`src/rtl/cp0_irq_pkg.sv`:
```
// rtl/cp0_irq_pkg.sv - CP0 register indices, bit positions and exception codes
package cp0_irq_pkg;

  localparam logic [4:0] REG_COUNT   = 5'd9;
  localparam logic [4:0] REG_COMPARE = 5'd11;
  localparam logic [4:0] REG_SR      = 5'd12;
  localparam logic [4:0] REG_CAUSE   = 5'd13;
  localparam logic [4:0] REG_EPC     = 5'd14;
  localparam logic [4:0] REG_PRID    = 5'd15;

  localparam int SR_IE     = 0;
  localparam int SR_EXL    = 1;
  localparam int CAUSE_BD  = 31;
  localparam int IM_BASE   = 10;
  localparam int EXC_LSB   = 2;
  localparam int EXC_W     = 5;

  typedef enum logic [4:0] {
    EXC_INT  = 5'd0,
    EXC_ADEL = 5'd4,
    EXC_ADES = 5'd5,
    EXC_SYS  = 5'd8,
    EXC_RI   = 5'd10,
    EXC_OV   = 5'd12
  } exc_code_e;

  // A delay-slot instruction restarts at its branch, one word earlier.
  function automatic logic [31:0] epc_target(input logic [31:0] pc, input logic bd);
    return bd ? pc - 32'd4 : pc;
  endfunction

endpackage

```
`src/rtl/cp0_irq_if.sv`:
```
// rtl/cp0_irq_if.sv - core-side bus between the pipeline and coprocessor 0
interface cp0_irq_if #(parameter int N_HWINT = 6);
  logic               en;
  logic [4:0]         cp0_addr;
  logic [31:0]        cp0_in;
  logic [31:0]        vpc;
  logic               bd_in;
  logic [4:0]         exc_code_in;
  logic               exlclr;
  logic [N_HWINT-1:0] hwint;
  logic [31:0]        cp0_out;
  logic [31:0]        epc_out;
  logic               req;

  modport master (
    output en, cp0_addr, cp0_in, vpc, bd_in, exc_code_in, exlclr, hwint,
    input  cp0_out, epc_out, req
  );

  modport slave (
    input  en, cp0_addr, cp0_in, vpc, bd_in, exc_code_in, exlclr, hwint,
    output cp0_out, epc_out, req
  );
endinterface

```
`src/rtl/cp0_timer.sv`:
```
// rtl/cp0_timer.sv - free-running Count, Compare and sticky match flag
module cp0_timer (
  input  logic        clk,
  input  logic        reset,
  input  logic        count_we,
  input  logic        compare_we,
  input  logic [31:0] wdata,
  output logic [31:0] count,
  output logic [31:0] compare,
  output logic        pending
);

  always_ff @(posedge clk) begin
    if (reset) begin
      count   <= '0;
      compare <= '0;
      pending <= 1'b0;
    end else begin
      count <= count_we ? wdata : count + 32'd1;
      if (compare_we) begin
        compare <= wdata;
      end
      // Writing Compare acknowledges the timer even if a match lands this cycle.
      if (compare_we) begin
        pending <= 1'b0;
      end else if (count == compare && compare != 32'd0) begin
        pending <= 1'b1;
      end
    end
  end

endmodule

```
`src/rtl/cp0_irq.sv`:
```
// rtl/cp0_irq.sv - coprocessor 0: SR/Cause/EPC/PRId, interrupt and exception entry
module cp0_irq
  import cp0_irq_pkg::*;
#(
  parameter int          N_HWINT  = 6,
  parameter bit          TIMER_EN = 1'b1,
  parameter logic [31:0] PRID     = 32'h2024_0501
) (
  input  logic      clk,
  input  logic      reset,
  cp0_irq_if.slave  bus
);

  localparam logic [5:0] HW_MASK = 6'((7'd1 << N_HWINT) - 7'd1);
  localparam logic [5:0] IM_MASK = HW_MASK | (TIMER_EN ? 6'b10_0000 : 6'b00_0000);

  logic [5:0]  ip_q;
  logic [5:0]  im_q;
  logic        exl_q;
  logic        ie_q;
  logic        bd_q;
  logic [4:0]  exc_q;
  logic [31:0] epc_q;

  logic [5:0]  hw_ext;
  logic [5:0]  ip_vec;
  logic        int_req;
  logic        exc_req;
  logic        req;
  logic        wr_ok;
  logic [31:0] sr_val;
  logic [31:0] cause_val;
  logic [31:0] count_val;
  logic [31:0] compare_val;
  logic        tmr_pend;

  always_comb begin
    hw_ext = '0;
    hw_ext[N_HWINT-1:0] = bus.hwint;
  end

  // The timer shares IP7 with the top hardware line, as on MIPS32.
  assign ip_vec  = ip_q | {tmr_pend, 5'b0};
  assign int_req = ie_q & ~exl_q & (|(ip_vec & im_q));
  assign exc_req = (bus.exc_code_in != 5'd0) & ~exl_q;
  assign req     = int_req | exc_req;
  assign wr_ok   = bus.en & ~req;

  generate
    if (TIMER_EN) begin : g_timer
      cp0_timer u_timer (
        .clk        (clk),
        .reset      (reset),
        .count_we   (wr_ok && bus.cp0_addr == REG_COUNT),
        .compare_we (wr_ok && bus.cp0_addr == REG_COMPARE),
        .wdata      (bus.cp0_in),
        .count      (count_val),
        .compare    (compare_val),
        .pending    (tmr_pend)
      );
    end else begin : g_no_timer
      assign count_val   = '0;
      assign compare_val = '0;
      assign tmr_pend    = 1'b0;
    end
  endgenerate

  assign sr_val    = {16'b0, im_q, 8'b0, exl_q, ie_q};
  assign cause_val = {bd_q, 15'b0, ip_vec, 3'b0, exc_q, 2'b0};

  always_comb begin
    bus.cp0_out = '0;
    case (bus.cp0_addr)
      REG_SR:      bus.cp0_out = sr_val;
      REG_CAUSE:   bus.cp0_out = cause_val;
      REG_EPC:     bus.cp0_out = epc_q;
      REG_PRID:    bus.cp0_out = PRID;
      REG_COUNT:   bus.cp0_out = count_val;
      REG_COMPARE: bus.cp0_out = compare_val;
      default:     bus.cp0_out = '0;
    endcase
  end

  assign bus.epc_out = epc_q;
  assign bus.req     = req;

  always_ff @(posedge clk) begin
    if (reset) begin
      ip_q  <= '0;
      im_q  <= '0;
      exl_q <= 1'b0;
      ie_q  <= 1'b0;
      bd_q  <= 1'b0;
      exc_q <= '0;
      epc_q <= '0;
    end else begin
      ip_q <= hw_ext;
      if (req) begin
        exl_q <= 1'b1;
        exc_q <= int_req ? EXC_INT : bus.exc_code_in;
        bd_q  <= bus.bd_in;
        epc_q <= epc_target(bus.vpc, bus.bd_in);
      end else begin
        if (bus.exlclr) begin
          exl_q <= 1'b0;
        end
        if (bus.en) begin
          case (bus.cp0_addr)
            REG_SR: begin
              im_q  <= bus.cp0_in[IM_BASE +: 6] & IM_MASK;
              exl_q <= bus.cp0_in[SR_EXL];
              ie_q  <= bus.cp0_in[SR_IE];
            end
            REG_EPC: epc_q <= bus.cp0_in;
            default: ;
          endcase
        end
      end
    end
  end

endmodule

```
`src/flat_wrapper.sv`:
```
// flat-port wrapper written by rule: the top's interface ports become plain ports
module cp0_irq_flat import cp0_irq_pkg::*;
#(
  parameter int          N_HWINT  = 6,
  parameter bit          TIMER_EN = 1'b1,
  parameter logic [31:0] PRID     = 32'h2024_0501
)
  (clk, reset, bus_en, bus_cp0_addr, bus_cp0_in, bus_vpc, bus_bd_in, bus_exc_code_in, bus_exlclr, bus_hwint, bus_cp0_out, bus_epc_out, bus_req);
  cp0_irq_if #(.N_HWINT(N_HWINT)) bus_i ();
  input  logic clk;
  input  logic reset;
  input wire logic [$bits(bus_i.en)-1:0] bus_en;
  input wire logic [$bits(bus_i.cp0_addr)-1:0] bus_cp0_addr;
  input wire logic [$bits(bus_i.cp0_in)-1:0] bus_cp0_in;
  input wire logic [$bits(bus_i.vpc)-1:0] bus_vpc;
  input wire logic [$bits(bus_i.bd_in)-1:0] bus_bd_in;
  input wire logic [$bits(bus_i.exc_code_in)-1:0] bus_exc_code_in;
  input wire logic [$bits(bus_i.exlclr)-1:0] bus_exlclr;
  input wire logic [$bits(bus_i.hwint)-1:0] bus_hwint;
  output wire logic [$bits(bus_i.cp0_out)-1:0] bus_cp0_out;
  output wire logic [$bits(bus_i.epc_out)-1:0] bus_epc_out;
  output wire logic [$bits(bus_i.req)-1:0] bus_req;
  assign bus_i.en = bus_en;
  assign bus_i.cp0_addr = bus_cp0_addr;
  assign bus_i.cp0_in = bus_cp0_in;
  assign bus_i.vpc = bus_vpc;
  assign bus_i.bd_in = bus_bd_in;
  assign bus_i.exc_code_in = bus_exc_code_in;
  assign bus_i.exlclr = bus_exlclr;
  assign bus_i.hwint = bus_hwint;
  assign bus_cp0_out = bus_i.cp0_out;
  assign bus_epc_out = bus_i.epc_out;
  assign bus_req = bus_i.req;
  cp0_irq #(.N_HWINT(N_HWINT), .TIMER_EN(TIMER_EN), .PRID(PRID)) u_core (.clk(clk), .reset(reset), .bus(bus_i));
endmodule
```
`config.mk`:
```
export PLATFORM = sky130hd
export DESIGN_NAME = cp0_irq_flat
export DESIGN_NICKNAME = d
export VERILOG_FILES = /design/src/rtl/cp0_irq_pkg.sv /design/src/rtl/cp0_irq_if.sv /design/src/rtl/cp0_timer.sv /design/src/rtl/cp0_irq.sv /design/src/flat_wrapper.sv
export SDC_FILE = /design/constraint.sdc
export NUM_CORES = 1
export LEC_CHECK = 0
export CAP_MARGIN = 5
export CORE_UTILIZATION = 60
export DETAILED_ROUTE_END_ITERATION = 16
export DONT_BUFFER_PORTS = 1
export PLACE_DENSITY = 0.76
export SYNTH_ARGS = -nofsm -noshare
export SYNTH_HDL_FRONTEND = slang
export SYNTH_HIERARCHICAL = 1
export SYNTH_SLANG_ARGS = --single-unit
export TNS_END_PERCENT = 10
```
`constraint.sdc`:
```
create_clock -name clk -period 4.4 [get_ports clk]
set_input_delay 0.66 -clock clk [delete_from_list [all_inputs] [get_ports clk]]
set_output_delay 0.66 -clock clk [all_outputs]
set_load 0.005 [all_outputs]
```
======== Word-level counts from Yosys, hierarchy flattened ========
Index checks and enable logic that the tools add are counted.
word-level totals
  logic and storage cells ................. 50
  output and inout port bits .............. 65
  bits of input ports ..................... 85
  bits in registers ....................... 117
operators by class
  bitwise operators ....................... 9
  reductions and logical operators ........ 11
  $add $sub $neg .......................... 2
  multiplexer cells ....................... 11
  equality and inequality tests ........... 7
operators with widths
  operator               count
  $pmux 32 s6            1
  $mux 32                5
  $add 32x1->32 const B  1
  $eq 32x32->1           1
  $reduce_bool 32->1     1
  $sub 32x3->32 const B  1
  $eq 5x4->1 const B     6
  $and 6x6->6            1
  $or 6x6->6             1
  $reduce_or 6->1        1
  $mux 5                 1
  $reduce_bool 5->1      1
  $and 1x1->1            4
  $mux 1                 4
  $reduce_bool 2->1      2
  $logic_and 1x1->1      3
  $reduce_and 3->1       1
  $not 1->1              2
  $reduce_and 2->1       1
  $reduce_or 2->1        1
  $or 1x1->1             1

======== Logic depth before layout (Yosys ltp) ========
Gate-level depths: netlist of the first run.
  word-level depth ........................ 9
  depth in mapped cells ................... 10
  mapped depth without buffers ............ 7

======== Cells and area by module ========
Netlist of the first run, hierarchy kept.
by module, submodules not included
  module     area an instance (um^2)  cells each  instances  sequential area each (um^2)
  cp0_irq    3517.1                   434         1          1041.0
  cp0_timer  3293.2                   361         1          1301.2

======== Worst setup path after synthesis of the first run ========
OpenSTA, ideal clock, no wires.
  kind .................................... input-to-reg
  start ................................... input port bus_exc_code_in[0]
  end ..................................... register u_core.g_timer.u_timer.compare[1]
  data arrival time ....................... 2862 ps
  setup slack ............................. 1410 ps
  required time ........................... 4272 ps
  library setup time ...................... 128 ps
  stages on the path ...................... 9
  path through ............................ or4_1 -> nor2_1 -> a21o_1 -> clkbuf_1 -> and3_1 -> clkbuf_1 -> buf_1 -> mux2i_1 -> nor2_1
between the ends
  word-level cells in the longest chain between the ends .. 6
ends and longest elaborated chain
  element                 RTL line            source
  start: declaration      flat_wrapper.sv:17  input wire logic [$bits(bus_i.exc_code_in)-1:0] bus_exc_code_in;
  $reduce_bool 5->1       cp0_irq.sv:45       assign exc_req = (bus.exc_code_in != 5'd0) & ~exl_q;
  $and 1x1->1             cp0_irq.sv:45
  $or 1x1->1              cp0_irq.sv:46       assign req = int_req | exc_req;
  $not 1->1               cp0_irq.sv:47       assign wr_ok = bus.en & ~req;
  $and 1x1->1             cp0_irq.sv:47
  $logic_and 1x1->1       cp0_irq.sv:55       .compare_we (wr_ok && bus.cp0_addr == REG_COMPARE),
  end signal: assignment  cp0_timer.sv:21     compare <= wdata;
  end: declaration        cp0_timer.sv:9      output logic [31:0] compare,
Every way passes these cells.
A chain may end at the register's enable or synchronous reset.

======== Worst setup path in the final report of the first run ========
  start ................................... register u_core.ip_q[1]
  end ..................................... output port bus_req
between the ends
  word-level cells in the longest chain between the ends .. 5
ends and longest elaborated chain
  element                   RTL line            source
  start: declaration        cp0_irq.sv:17       logic [5:0] ip_q;
  start signal: assignment  cp0_irq.sv:97       ip_q <= hw_ext;
  $or 6x6->6                cp0_irq.sv:43       assign ip_vec = ip_q | {tmr_pend, 5'b0};
  $and 6x6->6               cp0_irq.sv:44       assign int_req = ie_q & ~exl_q & (|(ip_vec & im_q));
  $reduce_or 6->1           cp0_irq.sv:44
  $and 1x1->1               cp0_irq.sv:44
  $or 1x1->1                cp0_irq.sv:46
  end: declaration          flat_wrapper.sv:22  output wire logic [$bits(bus_i.req)-1:0] bus_req;
Every way passes these cells.

==> results of run 1 <==
[power groups by stage]
stage	clock network [mW]	logic (mW)	registers [mW]
after floorplan	0	0.149	1.15
after global placement	0	0.158	1.17
after detailed placement	0	0.162	1.17
after CTS	1.34	0.164	1.15
after global routing	1.40	0.181	1.16
final	1.34	0.168	1.16
[kinds of logic after synthesis]
family,after synthesis
xor gates and xnor gates,88
DFF,117
buffers and inverters,60
muxes,55
adders and majority gates,2
AOI/OAI and AO/OA,152
and+or+nand+nor,321
[worst reg2reg max path, cell delays in order (launching register included)]
cell and delay [ns]:
sky130_fd_sc_hd__dfxtp_1 0.33, sky130_fd_sc_hd__a222oi_1 0.41, sky130_fd_sc_hd__a31o_2 0.29, sky130_fd_sc_hd__a21o_1 0.49
sky130_fd_sc_hd__and3_2 0.96, sky130_fd_sc_hd__nor2_1 0.17, sky130_fd_sc_hd__o2111ai_1 0.11, sky130_fd_sc_hd__o21ai_0 0.13
[registers in the layout, summed over array words and instances (netlist names)]
register and count:
u_core/bus.epc_out 32, u_core/g_timer.u_timer/compare 32, u_core/g_timer.u_timer/count 32, u_core/im_q 6
u_core/ip_q 6, u_core/exc_q 5, u_core/bd_q 1, u_core/exl_q 1
u_core/g_timer.u_timer/pending 1, u_core/ie_q 1
[layer usage]
layer | GRT usage | vias up | wire length (um)
met2 | 0.537 | 443 | 9440
met1 | 0.492 | 3042 | 8590
met4 | 0.148 | 0 | 609
li1 | - | 2826 | -
met3 | 0.112 | 59 | 2610
met5 | 0 | - | 0
[cell type report]
| type | instances | area (sq um) | area share |
|---|---|---|---|
| clock inverters | 3 | 40.0 | 0.00541 |
| inverters | 10 | 37.5 | 0.00507 |
| well taps | 140 | 175 | 0.0237 |
| repair buffers | 6 | 45.0 | 0.00609 |
| clock buffers | 27 | 533 | 0.0720 |
| flip-flops and latches | 117 | 2340 | 0.317 |
| multi-input cells | 618 | 4230 | 0.571 |
[cell usage after synthesis (17+ instances only)]
| cell type | n |
|---|---|
| sky130_fd_sc_hd__mux2i_1 | 55 |
| sky130_fd_sc_hd__xor2_1 | 45 |
| sky130_fd_sc_hd__nand3_1 | 21 |
| sky130_fd_sc_hd__a211oi_1 | 67 |
| sky130_fd_sc_hd__xnor2_1 | 43 |
| sky130_fd_sc_hd__nor2_1 | 106 |
| sky130_fd_sc_hd__nor4_1 | 17 |
| sky130_fd_sc_hd__nor2b_1 | 27 |
| sky130_fd_sc_hd__dfxtp_1 | 117 |
| sky130_fd_sc_hd__nand2_1 | 69 |
| sky130_fd_sc_hd__nand4_1 | 19 |
| sky130_fd_sc_hd__a22oi_1 | 42 |
| sky130_fd_sc_hd__clkbuf_1 | 30 |
[layout by cell type, fill, tap and decap left out, drive strengths merged, types with 10 or more instances in the layout]
cell type	netlist	final
inv	10	10
nor2	108	108
mux2i	55	55
a22oi	42	42
nor3	13	13
nor4	24	24
nand3	23	23
xor2	45	45
a21oi	13	13
o21ai	12	12
dfxtp	117	117
nand2	69	69
a211oi	71	71
nor2b	27	27
nand4	21	21
xnor2	43	43
clkbuf	30	27
[worst paths after layout]
path | start | end | slack, ns | cells past startpoint
setup / recovery | u_core/ip_q[1] | bus_req | 1.13 | 5
hold / removal | reset | u_core/g_timer.u_timer/count[9] | 0.31 | 1
setup reg to reg | u_core/ip_q[1] | u_core/g_timer.u_timer/pending | 1.39 | 7
hold reg to reg | u_core/exc_q[2] | u_core/exc_q[2] | 0.49 | 2
==> impl_metrics.tcl, run 1 <==
set metrics [dict create \
    status "finished, final reports clean" \
    power_frac_clock 0.503 \
    detail_route.first_pass.iterations 5 \
    post_synth_mux_area_share 0.0808 \
    finalNonFillerCells 921 \
    comb_power_share 0.063 \
    antenna_violating_nets_post_route 0 \
    dominantRegCellSynth "sky130_fd_sc_hd__dfxtp_1" \
    synth_compound_area_frac 0.163 \
    worst-slew-pin-transition_ns 1.16 \
    drt-vias-per-instance 6.92 \
    drcViolationCount 0 \
    final_total_pwr_mw 2.66 \
    power.switching_fraction 0.231 \
    clockBufferDepth 2 \
    routed-via-count 6370 \
    finalHoldViolations 0 \
    holdCritPathClass "in2reg" \
    synth_sequential_area_ratio 0.344 \
    std_cell_rows 38 \
    ordered_list_of_cells_on_the_worst_path "a222oi_1 > a31o_2 > a21o_1 > buf_4 > inv_2" \
    grt_pass1_vias 5776 \
    synth.lib_cells_used.distinct 60 \
    critical_path.startpoint_type "flop" \
    fp.dieH_um 109 \
    cts-buffers-inserted 17 \
    worstSetupPathType "reg2out" \
    hpwlAfterDp_um 15200 \
    synthesized_area_fraction_occupied_by_and_or_nand_nor_cells 0.257 \
    min_period_over_period 0.743 \
    detail_routed_net_length_per_standard_cell_um 23.1 \
    max-slew-margin-rel 0.224 \
    ys.warnings.count 6 \
    fillers 888 \
    core_area_sq_um 10900 \
    syn-instance-count 795 \
    final-setup-viol-count 0 \
    yosys.area.top_type_share 0.344 \
    layout.core_utilization 0.677 \
    die_width_um 109 \
    slew_violations 0 \
    yosysTopAreaCell "sky130_fd_sc_hd__dfxtp_1" \
    data_required_time_of_the_critical_path_ns 3.74 \
    synthesis.nets 882 \
    clock_latency_ns 0.43 \
    ios 150 \
    post_synth_xor_area_fraction 0.113 \
    power_density_nw_per_um2 360 \
    cp_num_buf_inv 2 \
    dp_slack_ns 1.19 \
    insertedDiodeCount 0 \
    power.sequential.fraction 0.434 \
    post_synthesis_share_of_cell_area_spent_on_full_adders_half_adders_and_majority_gates 0.00367 \
    cp_slowest_stage_delay_ns 0.49 \
    syn_avg_cell_area_sq_um 8.57 \
    max_cap_viol_count 0 \
    tritoncts "yes" \
    synth_seq_cells 117 \
    wire_length_of_the_first_global_routing_pass_um 31800 \
    clk_pin_slew_worst_paths_ns 0.05 \
    largest_family_of_logic_cells_by_synthesized_area "simple AND/OR/NAND/NOR gates" \
    layout.nets 857 \
    dpl_cell_area_sq_um 6830 \
    final_cell_area_sq_um 7400 \
    min_period_ns 3.27 \
    timing.clock.skew_ns 0.00686 \
    cts.sinks 117 \
    critPathTopFamily "compound AO/OA/AOI/OAI gates" \
    post_synth_instance_area_sq_um 6810 \
    rsz0062_at_grt "false" \
    critical_path.slowest_cell "sky130_fd_sc_hd__a21o_1" \
    path_max_fanout 45 \
    antenna_found_initial 0 \
    power_leakage_nw 2.70 \
    overflow_after_grt 0 \
    postCtsResizedCells 0 \
    cts.hold.buffers_added 0 \
    place.gp.congestion 0.973 \
    initial_core_util 0.623 \
    fin_hold_ws_ns 0.306 \
    critical_path.endpoint_type "primary output" \
    layout-drive-gt1-share 0.0819 \
    tns_ns 0 \
    p_int_mw 2.05 \
    io_buffer_count 0 \
    htree_levels 4 \
    netlist_top_cells_area "sky130_fd_sc_hd__dfxtp_1, sky130_fd_sc_hd__mux2i_1, sky130_fd_sc_hd__a211oi_1" \
    max_freq_mhz 306 \
    largest_net_degree_at_the_start_of_global_routing 118 \
    worst_ep_arrival_time_ns 2.61 \
    global_route.usage.total 0.364 \
    cts_setup_buffers 0 \
    initialDrtViolationCount 800 \
    route.final.wire_length_um 21200 \
    async_reset_ff_frac 0 \
    clock_tree.root_cell "sky130_fd_sc_hd__clkbuf_16" \
    synth-edff-count 0 \
    syn_to_final_growth_pct 8.64 \
    timing.final.ws_setup_ns 1.13 \
    post-place-cells 891 \
    dieArea_sq_um 11800 \
    p_switching_uw 614 \
    ir_worst_vdd_mv 0.301 \
]
Note: power is estimated with default switching activity, not from simulation.
==> run 2: changes to the inputs <==
- clock period: 4.4 -> 3.29 ns (I/O delays scaled with it)
==> impl_metrics.tcl, run 2 (synthesis gave the netlist of run 1 again) <==
set metrics [dict create \
    largest_net_degree_at_the_start_of_global_routing 118 \
    initialDrtViolationCount 727 \
    grt_pass1_vias 5774 \
    max_freq_mhz 339 \
    ios 150 \
    clk_pin_slew_worst_paths_ns 0.06 \
    ff2ff_path_depth 7 \
    path_max_fanout 45 \
    data_required_time_of_the_critical_path_ns 2.80 \
    timing.clock.skew_ns 0.00816 \
    most_crowded_layer_after_global_routing "met2" \
    core_area_sq_um 10900 \
    critical_path.startpoint_type "flop" \
    min_period_ns 2.95 \
    critical_path.endpoint_type "primary output" \
    worst_ep_arrival_time_ns 2.46 \
    global_route.usage.met1 0.478 \
    io_buffer_count 0 \
    global_route.usage.total 0.354 \
    hpwlAfterDp_um 15100 \
    rsz0062_at_grt "false" \
    min_period_over_period 0.898 \
    groute.layer.met2.usage 0.523 \
    syn_to_final_growth_pct 9.50 \
    global_route.usage.met3 0.131 \
    insertedDiodeCount 0 \
    slew_violations 0 \
    antenna_violating_nets_post_route 0 \
    most-common-layout-cells "sky130_fd_sc_hd__dfxtp_1, sky130_fd_sc_hd__nor2_1, sky130_fd_sc_hd__nand2_1, sky130_fd_sc_hd__a211oi_1, sky130_fd_sc_hd__mux2i_1" \
    layout-drive-gt1-share 0.0939 \
    dieArea_sq_um 11800 \
    fin_hold_ws_ns 0.147 \
    final-setup-viol-count 0 \
    wire_length_of_the_first_global_routing_pass_um 31100 \
    drcViolationCount 0 \
    cts.hold.buffers_added 0 \
    route.final.wire_length_um 20700 \
    layout.core_utilization 0.682 \
    max_cap_viol_count 0 \
    drt-vias-per-instance 6.67 \
    clock_tree.root_cell "sky130_fd_sc_hd__clkbuf_16" \
    detail_route.first_pass.iterations 6 \
    antenna_found_initial 0 \
    worst-slew-pin-transition_ns 0.828 \
    ir_worst_vdd_mv 0.638 \
    worstSetupPathType "reg2out" \
    fillers 909 \
    layout_commonest_cell "sky130_fd_sc_hd__dfxtp_1" \
    clockBufferDepth 2 \
    layout.nets 862 \
    overflow_after_grt 0 \
    fp.dieH_um 109 \
    place.gp.congestion 0.918 \
    initial_core_util 0.623 \
    cts_setup_buffers 0 \
    holdCritPathClass "in2reg" \
    std_cell_rows 38 \
    power_density_nw_per_um2 481 \
    post-place-cells 896 \
    detail_routed_net_length_per_standard_cell_um 22.3 \
    finalNonFillerCells 928 \
    status "finished, final reports clean" \
    dp_slack_ns 0.606 \
    worstHoldPathCells 1 \
    tritoncts "yes" \
    clock_latency_ns 0.42 \
    finalHoldViolations 0 \
    postCtsResizedCells 0 \
    tns_ns 0 \
    htree_levels 4 \
    die_width_um 109 \
    cts.sinks 117 \
    timing.final.ws_setup_ns 0.336 \
    routed-via-count 6191 \
    power_leakage_nw 2.72 \
    cts-buffers-inserted 17 \
    max-slew-margin-rel 0.443 \
]
[run 2: cell types whose count changed in the layout (fill, tap and decap cells not counted)]
cell / change
sky130_fd_sc_hd__clkbuf_8: -7
sky130_fd_sc_hd__buf_4: +4
sky130_fd_sc_hd__clkinv_4: +4
sky130_fd_sc_hd__clkbuf_1: -3
sky130_fd_sc_hd__inv_6: +3
sky130_fd_sc_hd__clkinv_2: +2
sky130_fd_sc_hd__clkinvlp_4: +2
sky130_fd_sc_hd__buf_12: +1
sky130_fd_sc_hd__bufinv_16: +1
[run 2: where the power goes]
part           internal (mW)  switching (mW)
logic                 0.0993           0.123
clock network           1.12           0.703
registers               1.47          0.0700
[run 2: worst max-delay path: stages (launching register included)]
cell                       delay [ns]
sky130_fd_sc_hd__dfxtp_1         0.33
sky130_fd_sc_hd__a222oi_1        0.43
sky130_fd_sc_hd__a31o_2          0.30
sky130_fd_sc_hd__a21o_1          0.34
sky130_fd_sc_hd__buf_4           0.30
sky130_fd_sc_hd__inv_2           0.33
[run 2: stage by stage]
stage | area [sq um] | power [mW]
after global routing | 7460 | 3.69
after detailed placement | 6880 | 1.79
after global placement | 6880 | 1.78
after floorplan | 6810 | 1.74
after CTS | 7460 | 3.59
final | 7460 | 3.59
[run 2: path summary, 6_finish.rpt]
| path | startpoint | endpoint | slack [ns] |
|---|---|---|---|
| worst max register to register | u_core/ip_q[1] | u_core/bus.epc_out[22] | 0.63 |
| worst min-delay path | reset | u_core/g_timer.u_timer/count[17] | 0.15 |
| worst min register to register | u_core/bd_q | u_core/bd_q | 0.49 |
| worst max-delay path | u_core/ip_q[1] | bus_req | 0.34 |
[run 2: cell type report]
class	instances	area [sq um]	share of cell area
multi-input cells	618	4230	0.567
clock buffers	17	425	0.0570
repair buffers	11	95.1	0.0128
well taps	140	175	0.0235
flip-flops and latches	117	2340	0.314
clock inverters	15	156	0.0210
inverters	10	37.5	0.00503
[run 2: per-layer routing]
layer | part of all wire | wire, um
met5 | 0 | 0
met3 | 0.12 | 2490
met1 | 0.41 | 8510
met2 | 0.44 | 9180
met4 | 0.025 | 515
==> run 3: changes to the inputs <==
- ABC_AREA: default -> 1
- MAX_ROUTING_LAYER: default -> met4
- SYNTH_HIERARCHICAL: 1 -> default
==> impl_metrics.tcl, run 3 <==
set metrics [dict create \
    failed_checks "DRC" \
    fp.dieH_um 112 \
    syn_to_final_growth_pct 8.38 \
    data_required_time_of_the_critical_path_ns 2.80 \
    slew_violations 0 \
    comb_power_share 0.071 \
    tritoncts "yes" \
    wire_length_of_the_first_global_routing_pass_um 38600 \
    synthMostInstantiatedCell "sky130_fd_sc_hd__nand2_1" \
    worstSetupPathType "reg2out" \
    overflow_after_grt 0 \
    power.sequential.fraction 0.418 \
    synth-edff-count 0 \
    detail_routed_net_length_per_standard_cell_um 18.9 \
    p_int_mw 2.81 \
    die_width_um 112 \
    synth_sequential_area_ratio 0.323 \
    grt_pass1_vias 7109 \
    ios 150 \
    most-common-layout-cells "sky130_fd_sc_hd__nand2_1, sky130_fd_sc_hd__nor2_1, sky130_fd_sc_hd__dfxtp_1, sky130_fd_sc_hd__a21oi_1, sky130_fd_sc_hd__inv_1" \
    drt-vias-per-instance 5.95 \
    status "finished with violations" \
    antenna_found_initial 0 \
    tns_ns 0 \
    synth_seq_cells 117 \
    seqCellArea_sq_um 2340 \
    std_cell_rows 39 \
    most_crowded_layer_after_global_routing "met2" \
    max-slew-margin-rel 0.396 \
    cts-buffers-inserted 17 \
    place.gp.congestion 0.969 \
    final-setup-viol-count 0 \
    power_density_nw_per_um2 468 \
    max_cap_viol_count 0 \
    cts_setup_buffers 0 \
    global_route.usage.met1 0.553 \
    finalHoldViolations 0 \
    yosys.area.top_type_share 0.323 \
    post_synth_instance_area_sq_um 7250 \
    critical_path.endpoint_type "primary output" \
    layout.nets 1239 \
    clockBufferDepth 2 \
    route.final.wire_length_um 24700 \
    initialDrtViolationCount 1109 \
    dieArea_sq_um 12500 \
    power_leakage_nw 3.17 \
    groute.layer.met2.usage 0.594 \
    timing.clock.skew_ns 0.00905 \
    global_route.usage.met3 0.115 \
    syn_avg_cell_area_sq_um 6.18 \
    global_route.usage.total 0.413 \
    routed-via-count 7772 \
    clk_pin_slew_worst_paths_ns 0.05 \
    drcViolationCount 4 \
    antenna_violating_nets_post_route 0 \
    insertedDiodeCount 0 \
    netlist_top_cells_area "sky130_fd_sc_hd__dfxtp_1, sky130_fd_sc_hd__nand2_1, sky130_fd_sc_hd__nor2_1" \
    fillers 1092 \
    clock_latency_ns 0.42 \
    ir_worst_vdd_mv 0.369 \
    rsz0062_at_grt "false" \
    synth.lib_cells_used.distinct 38 \
    min_period_over_period 0.743 \
    p_switching_uw 875 \
    layout.core_utilization 0.677 \
    synthesis.nets 1260 \
    io_buffer_count 0 \
    min_period_ns 2.44 \
    clock_tree.root_cell "sky130_fd_sc_hd__clkbuf_16" \
    worst-slew-pin-transition_ns 0.906 \
    detail_route.first_pass.iterations 11 \
    cts.hold.buffers_added 0 \
    cts.sinks 117 \
    power_frac_clock 0.512 \
    dominantRegCellSynth "sky130_fd_sc_hd__dfxtp_1" \
    multi_input_comb_area_sq_um 4280 \
    synth_commonest_cells "sky130_fd_sc_hd__nand2_1, sky130_fd_sc_hd__nor2_1, sky130_fd_sc_hd__dfxtp_1" \
    syn-instance-count 1173 \
    htree_levels 4 \
    postCtsResizedCells 0 \
    core_area_sq_um 11600 \
    async_reset_ff_frac 0 \
    layout-drive-gt1-share 0.0550 \
    largest_net_degree_at_the_start_of_global_routing 95 \
    critical_path.startpoint_type "flop" \
    path_max_fanout 34 \
    layout_commonest_cell "sky130_fd_sc_hd__nand2_1" \
    hpwlAfterDp_um 18300 \
    max_freq_mhz 409 \
    final_total_pwr_mw 3.68 \
    power.switching_fraction 0.238 \
    ys.warnings.count 0 \
    fin_hold_ws_ns 0.147 \
    initial_core_util 0.625 \
    holdCritPathClass "in2reg" \
    worst_ep_arrival_time_ns 1.95 \
    yosysTopAreaCell "sky130_fd_sc_hd__dfxtp_1" \
]
-- run 3: area by class of cell --
class | count | share of cell area
Timing Repair Buffer | 11 | 0.0105
Multi-Input combinational cell | 899 | 0.544
Inverter | 106 | 0.0506
Clock buffer | 26 | 0.0622
Clock inverter | 4 | 0.0121
Sequential cell | 117 | 0.298
Tap cell | 143 | 0.0228
-- run 3: worst max-delay path, stage by stage (launching register included) --
cell	delay [ns]
sky130_fd_sc_hd__dfxtp_1	0.36
sky130_fd_sc_hd__nand2_1	0.07
sky130_fd_sc_hd__nand2_1	0.06
sky130_fd_sc_hd__nor2_1	0.04
sky130_fd_sc_hd__nand2_1	0.07
sky130_fd_sc_hd__nand3_2	0.14
sky130_fd_sc_hd__nand2_1	0.35
sky130_fd_sc_hd__buf_4	0.41
-- run 3: through the flow --
step	setup WS, ns	instance area (sq um)	std cells
6_report	0.845	7860	1306
5_1_grt	0.768	7860	1306
4_1_cts	0.871	7860	1306
3_5_place_dp	0.879	7280	1276
3_3_place_gp	0.887	7280	1276
2_1_floorplan	1.39	7250	1173
-- run 3: power by group through the flow --
stage | registers, mW | logic [mW] | clock network [mW]
floorplan | 1.54 | 0.223 | 0
global placement | 1.56 | 0.252 | 0
detailed placement | 1.56 | 0.255 | 0
CTS | 1.54 | 0.257 | 1.88
global route | 1.54 | 0.295 | 1.94
finish | 1.54 | 0.260 | 1.88
-- run 3: kinds of logic (layout without fill, tap and decap cells) --
kind of cell / Yosys count / count (layout) / share of synthesized area
adder cells (fa/ha/maj): 2 / 2 / 0.00345
buffers and inverters: 157 / 147 / 0.0876
AO/OA/AOI/OAI: 192 / 192 / 0.149
flip-flops: 117 / 117 / 0.323
XOR/XNOR: 52 / 52 / 0.0628
AND/OR/NAND/NOR: 653 / 653 / 0.374
-- run 3: path summary, 6_finish.rpt --
check	from	depth (start not counted)	slack [ns]	endpoint
setup / recovery	u_core.im_q[1]	7	0.85	bus_req
hold / removal	reset	1	0.15	u_core.g_timer.u_timer.count[2]
hold reg to reg	u_core.im_q[5]	2	0.46	u_core.im_q[5]
setup reg to reg	u_core.g_timer.u_timer.pending	10	1.01	u_core.ie_q
-- run 3: metal layers --
layer / routed length [um] / part of all wire
met2: 10600 / 0.43
met3: 2980 / 0.12
met5: 0 / 0
met1: 10500 / 0.42
met4: 669 / 0.027
